`src/rtl/cpu_pkg.sv`:
```
`default_nettype none
// ============================================================================
// Package     : cpu_pkg
// Description : Types and constants shared by the operand-2 shifter slice.
//               Provides the shift-type encoding, the carry-flag position in
//               NZCV, the ALU command width and a 32-bit rotate helper.
// Revision    : 1.0 - initial release
// ============================================================================
package cpu_pkg;

  // Encoding matches the 2-bit instruction field directly.
  typedef enum logic [1:0] {
    LSL = 2'b00,
    LSR = 2'b01,
    ASR = 2'b10,
    ROR = 2'b11
  } shift_t;

  // Position of C inside the NZCV nibble.
  localparam int FLAG_C_IDX = 1;

  // Width of the ALU command that rides alongside the operands.
  localparam int CMD_W = 5;

  // Rotate right. A rotate by zero yields the input because the two halves
  // overlap exactly.
  function automatic logic [31:0] ror32(input logic [31:0] v, input logic [4:0] n);
    return (v >> n) | (v << (5'd0 - n));
  endfunction

endpackage
`default_nettype wire

```
`src/rtl/operand2_shifter_if.sv`:
```
`default_nettype none
// ============================================================================
// Interface   : operand2_shifter_if
// Description : Operand and handshake bundle for the operand-2 shifter.
//   Upstream -> stage : in_valid, stall, op_is_imm, imm8, rot4, rm_val,
//                       shift_type, shift_by_reg, shamt5, rs_val, flags,
//                       src1_in, cmd_in
//   Stage -> upstream : in_ready
//   Stage -> ALU      : src2, src2shift_carry, was_shifted, src1, CTRL_cmd,
//                       out_valid
//   Modports: slave = the shifter stage, master = whoever drives it.
// Revision    : 1.0 - initial release
// ============================================================================
interface operand2_shifter_if #(
  parameter int WIDTH = 32
);
  import cpu_pkg::*;

  logic               in_valid;
  logic               in_ready;
  logic               stall;
  logic               op_is_imm;
  logic [7:0]         imm8;
  logic [3:0]         rot4;
  logic [WIDTH-1:0]   rm_val;
  logic [1:0]         shift_type;
  logic               shift_by_reg;
  logic [4:0]         shamt5;
  logic [WIDTH-1:0]   rs_val;
  logic [3:0]         flags;
  logic [WIDTH-1:0]   src1_in;
  logic [CMD_W-1:0]   cmd_in;

  logic [WIDTH-1:0]   src2;
  logic               src2shift_carry;
  logic               was_shifted;
  logic [WIDTH-1:0]   src1;
  logic [CMD_W-1:0]   CTRL_cmd;
  logic               out_valid;

  modport slave (
    input  in_valid, stall, op_is_imm, imm8, rot4, rm_val, shift_type,
           shift_by_reg, shamt5, rs_val, flags, src1_in, cmd_in,
    output in_ready, src2, src2shift_carry, was_shifted, src1, CTRL_cmd,
           out_valid
  );

  modport master (
    output in_valid, stall, op_is_imm, imm8, rot4, rm_val, shift_type,
           shift_by_reg, shamt5, rs_val, flags, src1_in, cmd_in,
    input  in_ready, src2, src2shift_carry, was_shifted, src1, CTRL_cmd,
           out_valid
  );

endinterface
`default_nettype wire

```
`src/rtl/shift_core.sv`:
```
`default_nettype none
// ============================================================================
// Module      : shift_core
// Description : Combinational ARM barrel shifter.
//   rm         in  32  value to shift
//   shift_type in   2  LSL / LSR / ASR / ROR
//   amount     in   8  shift amount (only [4:0] used when imm_mode=1)
//   imm_mode   in   1  1 = 5-bit instruction-encoded amount (0 means 32 or
//                      RRX), 0 = register amount (0 means no shift)
//   carry_in   in   1  current C flag
//   result     out 32  shifted value
//   carry      out  1  shifter carry-out
//   shifted    out  1  carry was produced by the shifter, not passed through
// Revision    : 1.0 - initial release
// ============================================================================
module shift_core
  import cpu_pkg::*;
(
  input  logic [31:0] rm,
  input  shift_t      shift_type,
  input  logic [7:0]  amount,
  input  logic        imm_mode,
  input  logic        carry_in,
  output logic [31:0] result,
  output logic        carry,
  output logic        shifted
);

  logic [4:0]  w_n5;
  logic [4:0]  w_nm1;
  logic [31:0] w_lsl;
  logic [31:0] w_lsr;
  logic [31:0] w_asr;
  logic [31:0] w_ror;
  logic [31:0] w_lsl_prev;
  logic [31:0] w_rsh_prev;
  logic        w_lsl_c;
  logic        w_rsh_c;
  logic        w_lt32;
  logic        w_eq32;

  assign w_n5  = amount[4:0];
  assign w_nm1 = w_n5 - 5'd1;

  assign w_lsl = rm << w_n5;
  assign w_lsr = rm >> w_n5;
  assign w_asr = 32'($signed(rm) >>> w_n5);
  assign w_ror = ror32(rm, w_n5);

  // The last bit shifted out is the edge bit of a shift one step shorter;
  // this avoids a variable bit-select with a computed 32-n index.
  assign w_lsl_prev = rm << w_nm1;
  assign w_rsh_prev = rm >> w_nm1;
  assign w_lsl_c    = w_lsl_prev[31];
  assign w_rsh_c    = w_rsh_prev[0];

  assign w_lt32 = (amount[7:5] == 3'd0);
  assign w_eq32 = (amount == 8'd32);

  always_comb begin
    result  = rm;
    carry   = carry_in;
    shifted = 1'b0;
    if (imm_mode) begin
      shifted = 1'b1;
      case (shift_type)
        LSL: begin
          if (w_n5 == 5'd0) begin
            shifted = 1'b0;
          end else begin
            result = w_lsl;
            carry  = w_lsl_c;
          end
        end
        LSR: begin
          if (w_n5 == 5'd0) begin
            result = '0;
            carry  = rm[31];
          end else begin
            result = w_lsr;
            carry  = w_rsh_c;
          end
        end
        ASR: begin
          if (w_n5 == 5'd0) begin
            result = {32{rm[31]}};
            carry  = rm[31];
          end else begin
            result = w_asr;
            carry  = w_rsh_c;
          end
        end
        ROR: begin
          if (w_n5 == 5'd0) begin
            // RRX: rotate through carry by one.
            result = {carry_in, rm[31:1]};
            carry  = rm[0];
          end else begin
            result = w_ror;
            carry  = w_rsh_c;
          end
        end
        default: ;
      endcase
    end else if (amount != 8'd0) begin
      shifted = 1'b1;
      case (shift_type)
        LSL: begin
          if (w_lt32) begin
            result = w_lsl;
            carry  = w_lsl_c;
          end else begin
            result = '0;
            carry  = w_eq32 ? rm[0] : 1'b0;
          end
        end
        LSR: begin
          if (w_lt32) begin
            result = w_lsr;
            carry  = w_rsh_c;
          end else begin
            result = '0;
            carry  = w_eq32 ? rm[31] : 1'b0;
          end
        end
        ASR: begin
          if (w_lt32) begin
            result = w_asr;
            carry  = w_rsh_c;
          end else begin
            result = {32{rm[31]}};
            carry  = rm[31];
          end
        end
        ROR: begin
          // A nonzero multiple of 32 leaves the value in place but still
          // reports bit 31 as the carry.
          if (w_n5 == 5'd0) begin
            result = rm;
            carry  = rm[31];
          end else begin
            result = w_ror;
            carry  = w_rsh_c;
          end
        end
        default: ;
      endcase
    end
  end

endmodule
`default_nettype wire

```
`src/rtl/operand2_shifter.sv`:
```
`default_nettype none
// ============================================================================
// Module      : operand2_shifter
// Description : Registered operand-2 stage feeding the ALU. Selects between a
//               rotated 8-bit immediate and a shifted register, then registers
//               src2/carry/was_shifted together with src1 and the ALU command.
//   CLOCK_50  in   1  clock, all state on rising edge
//   reset     in   1  synchronous active-high reset
//   bus       slave operand2_shifter_if (handshake, operands, ALU outputs)
// Revision    : 1.0 - initial release
// ============================================================================
module operand2_shifter
  import cpu_pkg::*;
#(
  parameter int WIDTH = 32
) (
  input  logic                  CLOCK_50,
  input  logic                  reset,
  operand2_shifter_if.slave     bus
);

  logic [31:0]       w_sh_in;
  shift_t            w_sh_type;
  logic [7:0]        w_sh_amt;
  logic              w_sh_imm_mode;
  logic [31:0]       w_sh_result;
  logic              w_sh_carry;
  logic              w_sh_shifted;
  logic              w_unused_bits;

  logic [WIDTH-1:0]  r_src2;
  logic              r_carry;
  logic              r_shifted;
  logic [WIDTH-1:0]  r_src1;
  logic [CMD_W-1:0]  r_cmd;
  logic              r_valid;

  // A rotated immediate is a register-style ROR by 2*rot4: amount 0 passes
  // C through, any other even amount gives carry = result[31].
  always_comb begin
    w_sh_in       = bus.rm_val;
    w_sh_type     = shift_t'(bus.shift_type);
    w_sh_amt      = bus.shift_by_reg ? bus.rs_val[7:0] : {3'b000, bus.shamt5};
    w_sh_imm_mode = !bus.shift_by_reg;
    if (bus.op_is_imm) begin
      w_sh_in       = {24'd0, bus.imm8};
      w_sh_type     = ROR;
      w_sh_amt      = {3'b000, bus.rot4, 1'b0};
      w_sh_imm_mode = 1'b0;
    end
  end

  shift_core u_shift_core (
    .rm         (w_sh_in),
    .shift_type (w_sh_type),
    .amount     (w_sh_amt),
    .imm_mode   (w_sh_imm_mode),
    .carry_in   (bus.flags[FLAG_C_IDX]),
    .result     (w_sh_result),
    .carry      (w_sh_carry),
    .shifted    (w_sh_shifted)
  );

  // Only C and the low byte of the amount register matter here.
  assign w_unused_bits = ^{bus.flags[3:2], bus.flags[0], bus.rs_val[31:8]};

  // Data registers load whenever not stalled, valid or not; the consumer
  // qualifies with out_valid.
  always_ff @(posedge CLOCK_50) begin
    if (reset) begin
      r_src2    <= '0;
      r_carry   <= 1'b0;
      r_shifted <= 1'b0;
      r_src1    <= '0;
      r_cmd     <= '0;
      r_valid   <= 1'b0;
    end else if (!bus.stall) begin
      r_src2    <= w_sh_result;
      r_carry   <= w_sh_carry;
      r_shifted <= w_sh_shifted;
      r_src1    <= bus.src1_in;
      r_cmd     <= bus.cmd_in;
      r_valid   <= bus.in_valid;
    end
  end

  assign bus.in_ready        = !bus.stall;
  assign bus.src2            = r_src2;
  assign bus.src2shift_carry = r_carry;
  assign bus.was_shifted     = r_shifted;
  assign bus.src1            = r_src1;
  assign bus.CTRL_cmd        = r_cmd;
  assign bus.out_valid       = r_valid;

endmodule
`default_nettype wire

```
`src/flat_wrapper.sv`:
```
// flat-port wrapper written by rule: the top's interface ports become plain ports
module operand2_shifter_flat import cpu_pkg::*;
#(
  parameter int WIDTH = 32
)
  (CLOCK_50, reset, bus_in_valid, bus_stall, bus_op_is_imm, bus_imm8, bus_rot4, bus_rm_val, bus_shift_type, bus_shift_by_reg, bus_shamt5, bus_rs_val, bus_flags, bus_src1_in, bus_cmd_in, bus_in_ready, bus_src2, bus_src2shift_carry, bus_was_shifted, bus_src1, bus_CTRL_cmd, bus_out_valid);
  operand2_shifter_if #(.WIDTH(WIDTH)) bus_i ();
  input  logic CLOCK_50;
  input  logic reset;
  input wire logic [$bits(bus_i.in_valid)-1:0] bus_in_valid;
  input wire logic [$bits(bus_i.stall)-1:0] bus_stall;
  input wire logic [$bits(bus_i.op_is_imm)-1:0] bus_op_is_imm;
  input wire logic [$bits(bus_i.imm8)-1:0] bus_imm8;
  input wire logic [$bits(bus_i.rot4)-1:0] bus_rot4;
  input wire logic [$bits(bus_i.rm_val)-1:0] bus_rm_val;
  input wire logic [$bits(bus_i.shift_type)-1:0] bus_shift_type;
  input wire logic [$bits(bus_i.shift_by_reg)-1:0] bus_shift_by_reg;
  input wire logic [$bits(bus_i.shamt5)-1:0] bus_shamt5;
  input wire logic [$bits(bus_i.rs_val)-1:0] bus_rs_val;
  input wire logic [$bits(bus_i.flags)-1:0] bus_flags;
  input wire logic [$bits(bus_i.src1_in)-1:0] bus_src1_in;
  input wire logic [$bits(bus_i.cmd_in)-1:0] bus_cmd_in;
  output wire logic [$bits(bus_i.in_ready)-1:0] bus_in_ready;
  output wire logic [$bits(bus_i.src2)-1:0] bus_src2;
  output wire logic [$bits(bus_i.src2shift_carry)-1:0] bus_src2shift_carry;
  output wire logic [$bits(bus_i.was_shifted)-1:0] bus_was_shifted;
  output wire logic [$bits(bus_i.src1)-1:0] bus_src1;
  output wire logic [$bits(bus_i.CTRL_cmd)-1:0] bus_CTRL_cmd;
  output wire logic [$bits(bus_i.out_valid)-1:0] bus_out_valid;
  assign bus_i.in_valid = bus_in_valid;
  assign bus_i.stall = bus_stall;
  assign bus_i.op_is_imm = bus_op_is_imm;
  assign bus_i.imm8 = bus_imm8;
  assign bus_i.rot4 = bus_rot4;
  assign bus_i.rm_val = bus_rm_val;
  assign bus_i.shift_type = bus_shift_type;
  assign bus_i.shift_by_reg = bus_shift_by_reg;
  assign bus_i.shamt5 = bus_shamt5;
  assign bus_i.rs_val = bus_rs_val;
  assign bus_i.flags = bus_flags;
  assign bus_i.src1_in = bus_src1_in;
  assign bus_i.cmd_in = bus_cmd_in;
  assign bus_in_ready = bus_i.in_ready;
  assign bus_src2 = bus_i.src2;
  assign bus_src2shift_carry = bus_i.src2shift_carry;
  assign bus_was_shifted = bus_i.was_shifted;
  assign bus_src1 = bus_i.src1;
  assign bus_CTRL_cmd = bus_i.CTRL_cmd;
  assign bus_out_valid = bus_i.out_valid;
  operand2_shifter #(.WIDTH(WIDTH)) u_core (.CLOCK_50(CLOCK_50), .reset(reset), .bus(bus_i));
endmodule
```
`config.mk`:
```
export PLATFORM = sky130hd
export DESIGN_NAME = operand2_shifter_flat
export DESIGN_NICKNAME = d
export VERILOG_FILES = /design/src/rtl/cpu_pkg.sv /design/src/rtl/operand2_shifter_if.sv /design/src/rtl/shift_core.sv /design/src/rtl/operand2_shifter.sv /design/src/flat_wrapper.sv
export SDC_FILE = /design/constraint.sdc
export NUM_CORES = 1
export LEC_CHECK = 0
export CORE_MARGIN = 8
export CORE_UTILIZATION = 25
export DETAILED_ROUTE_END_ITERATION = 10
export HOLD_SLACK_MARGIN = 0.05
export PLACE_DENSITY = 0.53
export SYNTH_ARGS = -nofsm -noshare
export SYNTH_HDL_FRONTEND = slang
export SYNTH_SLANG_ARGS = --single-unit
```
`constraint.sdc`:
```
create_clock -name CLOCK_50 -period 12.9 [get_ports CLOCK_50]
set_input_delay 2.58 -clock CLOCK_50 [delete_from_list [all_inputs] [get_ports CLOCK_50]]
set_output_delay 2.58 -clock CLOCK_50 [all_outputs]
set_load 0.01 [all_outputs]
```
[Word-level counts from Yosys, hierarchy flattened]
Cells that the tools add are included.
Word-level totals
  bits in registers: 72
  bits of input ports: 130
  logic and storage cells: 59
Cells by class
  $add $sub $neg: 2
  equality and inequality tests: 4
  shifts and indexed selects: 6
  muxes and demuxes: 33
  bitwise logic cells: 1
  reduce and logical (&&, ||, !) cells: 7
Operator list (number)
  32-bit two-way mux: 11
  32-bit one-hot mux with 4 select lines: 2
  32-bit by 5-bit left shift with 32-bit output: 3
  32-bit OR: 1
  32-bit by 5-bit >> shifter with 1-bit output: 1
  32-bit by 5-bit >> shifter with 32-bit output: 1
  32-bit by 5-bit >>> shifter with 32-bit output: 1
  8-bit two-way mux: 2
  1-bit two-way mux: 15
  8-bit by 6-bit == test with 1-bit output (second input constant): 1
  8-bit nonzero test: 1
  5-bit logical NOT: 1
  1-bit by 5-bit subtractor with 5-bit output (first input constant): 1
  5-bit by 1-bit subtractor with 5-bit output (second input constant): 1
  2-bit == test (second input constant): 2
  1-bit one-hot mux with 4 select lines: 1
  3-bit logical NOT: 1
  1-bit one-hot mux with 3 select lines: 1
  2-bit by 1-bit == test with 1-bit output (second input constant): 1
  1-bit logical NOT: 2
  2-bit logical NOT: 1
  2-bit two-way mux: 1
  2-bit OR reduction: 1

[Depth between registers and ports, before layout]
  word-level depth: 9
  mapped depth: 22

[Cells and area by module]
From an unflattened synthesis, not the netlist that was laid out.
Unflattened totals
  cell total of the unflattened synthesis: 1605
  area, all modules: 12635.9 µm²
By module, submodules not included
  shift_core: instances 1, cells an instance 1313, area each 9585.4 µm², seq. area each 0.0 µm²
  operand2_shifter: instances 1, cells an instance 292, area each 3050.4 µm², seq. area each 1441.4 µm²

[Worst setup path after synthesis]
OpenSTA, ideal clock, no wires.
  kind: input to register
  start: input bus_shift_by_reg
  end: register u_core.r_src2[26] (netlist: u_core.bus.src2[26])
  library setup time: 122 ps
  arrival time: 6809 ps
  slack: 5969 ps
  stages on the path: 19
  buffers on the path: 8
  cell sequence: buf_6 mux2i_2 a21oi_1 clkinv_1 buf_2 buf_2 ha_1 inv_1 o22ai_2 nand2_1 inv_1 ha_1 clkbuf_1 buf_1 clkbuf_1 buf_1 clkbuf_1 o211ai_1 a221o_1
Between the ends
  longest elaborated chain between the ends: 9
  elaborated cells on any way between the ends: 25
  classes of those cells: 1 x add/sub; 4 x shift; 15 x mux; 1 x bitwise; 4 x reduce/logical
Ends and longest elaborated chain
  start, declared: RTL line flat_wrapper.sv:17  | input wire logic [$bits(bus_i.shift_by_reg)-1:0] bus_shift_by_reg;
  8-bit two-way mux: RTL line operand2_shifter.sv:43  | w_sh_amt = bus.shift_by_reg ? bus.rs_val[7:0] : {3'b000, bus.shamt5};
  8-bit two-way mux: RTL line operand2_shifter.sv:45  | if (bus.op_is_imm) begin
  1-bit by 5-bit subtractor with 5-bit output: RTL line cpu_pkg.sv:28  | return (v >> n) | (v << (5'd0 - n));
  32-bit by 5-bit left shift with 32-bit output: RTL line cpu_pkg.sv:28
  32-bit OR: RTL line cpu_pkg.sv:28
  32-bit two-way mux: RTL line shift_core.sv:138  | if (w_n5 == 5'd0) begin
  32-bit one-hot mux with 4 select lines: RTL line shift_core.sv:107  | case (shift_type)
  32-bit two-way mux: RTL line shift_core.sv:105  | end else if (amount != 8'd0) begin
  32-bit two-way mux (*): RTL line shift_core.sv:64  | if (imm_mode) begin
  end signal, assigned: RTL line operand2_shifter.sv:78  | r_src2 <= w_sh_result;
  end, declared: RTL line operand2_shifter.sv:31  | logic [WIDTH-1:0] r_src2;
Every way passes the cells marked *; elsewhere a longest branch is shown, timed or not.
A chain may end at the register's enable or synchronous reset.

[Worst setup path after layout]
  start: input bus_shift_by_reg
  end: register u_core.r_src2[12] (netlist: u_core.bus.src2[12])
Same word-level chain as after synthesis.

==> flow_metrics.py <==
metrics = {
    "timing": {
        "period_minus_slack_ns": 9.39,
        "tightest_slew_ns": 1.37,
        "grt_setup_unrepaired": "no",
        "fmax_mhz": 107,
        "clock_skew_ns": 0,
        "drv_slew": 0,
        "slew_headroom": 0.0783,
        "fin_crit_sh": 0.728,
        "finalHoldViolations": 0,
        "hold_slack_ns": 0.474,
        "finalWorstSetupSlack_ns": 3.51,
        "final-setup-viol-count": 0,
        "finalSetupTns_ns": 0,
    },
    "setup_path": {
        "rrSetupSlack_ns": 11.41,
        "critical-path-slowest-cell": "o22ai_2",
        "slowest_delay_ns": 0.74,
        "reg2reg_from": "u_core.bus.src2[0]",
        "worstPathArrival_ns": 9.59,
        "critPathKind": "in2reg",
        "cp-end-kind": "flip-flop",
        "startpoint_type": "input pin",
        "crit_path_max_fanout": 42,
        "cp_common_cell": "buf_4",
        "reg2regPathDepth": 6,
        "path_cells": "clkdlybuf4s50_1 > buf_4 > mux2i_4 > buf_4 > a21oi_2 > buf_4 > clkinv_1 > ha_1 > inv_1 > o22ai_2 > nand2_1 > inv_1 > ha_4 > buf_4 > nand2_1 > and2_1 > nor3_1 > a211oi_1 > o21ai_0 > o41ai_1 > a2111oi_0 > a221oi_1",
        "critical_path_required_ns": 13.10,
        "worst_r2r_endpoint": "u_core.bus.src2[0]",
    },
    "global_route": {
        "grt.met1_usage": 0.383,
        "first_global_vias": 16700,
        "use_met2": 0.453,
        "overflow": 0,
        "busiest_layer": "met2",
        "antenna_found_initial": 6,
        "grt_usage": 0.305,
        "grt_first_pass_wirelength_mm": 134,
        "grt_max_degree": 68,
        "gr-usage-met3": 0.0997,
    },
    "floorplan": {
        "io_pins": 203,
        "die_x_um": 248,
        "die_area_mm2": 0.0613,
        "fp.dieH_um": 248,
        "design.core.area_mm2": 0.0534,
        "num_rows": 85,
        "initial_core_util": 0.251,
    },
    "synthesis": {
        "synthSimpleGateAreaFrac": 0.202,
        "synth_cell_type_count": 102,
        "synth_compound_area_frac": 0.370,
        "synth_xor_area_frac": 0.00644,
        "ys_ff_latch": 72,
        "syn_inst": 1855,
        "synthAdderAreaFrac": 0.00653,
        "seq_area_frac_synth": 0.107,
        "synth_mux_area_frac": 0.236,
        "async_flop_share": 0,
        "syn_area_mm2": 0.0134,
        "synth-edff-count": 0,
        "synth_top_family_by_area": "compound AO/OA/AOI/OAI gates",
        "synth_ff_type": "dfxtp_1",
        "synth_fp_nets": 1992,
        "yosys_warnings": 0,
        "avgSynthCellArea_um2": 7.23,
    },
    "clock_network": {
        "holdBufCountCts": 0,
        "clock_sinks": 72,
        "cts_max_level": 3,
        "cts_tree": "yes",
        "post-cts-setup-buffers": 0,
        "cts_inserted_buffers": 9,
        "clock_latency_ns": 0.36,
        "cts_resized": 0,
        "clk_pin_slew_worst_paths_ns": 0.07,
        "cts_root_buf": "clkbuf_16",
        "clockBufferDepth": 2,
    },
    "cells_and_area": {
        "final_area_mm2": 0.0160,
        "final_common_cell": "nand2_1",
        "drive_gt1_frac": 0.118,
        "nets": 2065,
        "final_cell_mix": "nand2_1 (203), clkdlybuf4s50_1 (172), mux2i_1 (169)",
        "area_delta_synth_final_pct": 19.4,
    },
    "worst_hold_path": {
        "min_from": "u_core.bus.src2[4]",
        "hold_path_class": "reg2reg",
        "whs_endpoint": "u_core.bus.src2[4]",
        "min_path_cells": 2,
    },
    "placement": {
        "port_buffers": 175,
        "gp_congestion": 1.07,
        "pre_cts_ws_ns": 3.28,
        "place_area_mm2": 0.0157,
        "post-dp-hpwl_mm": 73.4,
    },
    "routing": {
        "antenna_left": 0,
        "drc_errors": 0,
        "wl_mm": 97.3,
        "drt_first_iter_violations": 3278,
        "routedWlPerCell_um": 37.0,
        "viasPerCell": 6.79,
        "via_count": 17900,
        "firstDrtPassIters": 6,
    },
    "pwr": {
        "power.leakage_nw": 5.77,
        "power.total_w": 0.00148,
        "powerDensity_mw_per_mm2": 92.6,
        "peakVddDrop_v": 0.0000456,
    },
    "status": {
        "status": "finished clean",
    },
    "job": {
        "cap_viol_max_count": 0,
    },
}
[power by group]
part	total, W	internal, W	switching [W]
Combinational	0.000961	0.000312	0.000648
Sequential	0.000254	0.000241	0.0000124
Clock	0.000268	0.000152	0.000117
[worst max path at each step]
stage                                endpoint              from
final                     u_core.bus.src2[12]  bus_shift_by_reg
after global routing      u_core.bus.src2[12]  bus_shift_by_reg
after CTS                 u_core.bus.src2[12]  bus_shift_by_reg
after detailed placement  u_core.bus.src2[12]  bus_shift_by_reg
after global placement    u_core.bus.src2[12]  bus_shift_by_reg
after floorplan           u_core.bus.src2[26]  bus_shift_by_reg
[cell type report]
class / instances / area, um^2
Tap cell: 696 / 871
Sequential cell: 72 / 1440
Timing Repair Buffer: 240 / 2230
Inverter: 21 / 78.8
Clock buffer: 9 / 225
Fill cell: 5877 / 37400
Multi-Input combinational cell: 1584 / 11100
Antenna cell: 4 / 10.0
Clock inverter: 7 / 77.6
[cells in the mapped netlist, types with 8 or more instances]
cell       instances  area share
or2_2              9      0.0042
a21oi_1          132       0.049
a21o_1            13      0.0073
clkbuf_1          91       0.025
a31oi_1           32       0.015
o2111ai_1         12      0.0078
nand2b_1          31       0.014
o311ai_0           8      0.0052
o211ai_1          40       0.022
mux2_2            39       0.033
mux2i_1          169        0.13
buf_1             17      0.0048
nand2_1          203       0.057
o31ai_1           23       0.013
o221ai_1          14      0.0091
o22ai_1           37       0.017
buf_6             12       0.010
nor3_1            50       0.019
nor2_1           169       0.047
buf_2             43       0.016
buf_4             14      0.0078
inv_1             16      0.0045
a221oi_1          34       0.022
nand4_1           15      0.0070
mux4_2            38       0.064
or3_1             11      0.0051
and3_1            10      0.0047
dfxtp_1           72        0.11
a32oi_1           15      0.0098
a22oi_1           37       0.021
nand3_1           35       0.013
and2_1            11      0.0051
o21ai_1            8      0.0030
o21ai_0          158       0.059
a211oi_1          33       0.018
nor2b_1           30       0.014
[worst max-delay path, delay by kind of cell]
kind | cells | cell delay, ns
AO/OA/AOI/OAI | 7 | 2.13
buffers and inverters | 8 | 2.44
multiplexers | 1 | 0.26
AND/OR/NAND/NOR | 4 | 1.26
adder cells (fa/ha/maj) | 2 | 0.85
[flip-flops by register name, indices dropped and copies added (netlist names)]
name	flops
u_core.bus.out_valid	1
u_core.bus.src2	32
u_core.bus.was_shifted	1
u_core.bus.CTRL_cmd	5
u_core.bus.src1	32
u_core.bus.src2shift_carry	1
[logic make-up (layout without fill, tap and decap cells)]
family | Yosys count | after routing
AOI/OAI and AO/OA | 721 | 721
and+or+nand+nor | 594 | 594
muxes | 256 | 256
buffers and inverters | 199 | 277
DFF | 72 | 72
adders and majority gates | 7 | 7
xor gates and xnor gates | 6 | 6
other | 0 | 4
[layer usage]
layer	share of wire	vias to the layer above
li1	-	7356
met1	0.38	8743
met2	0.42	1453
met3	0.13	314
met4	0.071	2
met5	0.00015	-
[through the flow]
step	utilization	std cells
2_1_floorplan	-	1855
5_1_grt	0.300	2629
6_report	0.300	2633
3_5_place_dp	0.294	2613
3_3_place_gp	0.294	2613
4_1_cts	0.300	2629
Note: power is estimated with default switching activity, not from simulation.
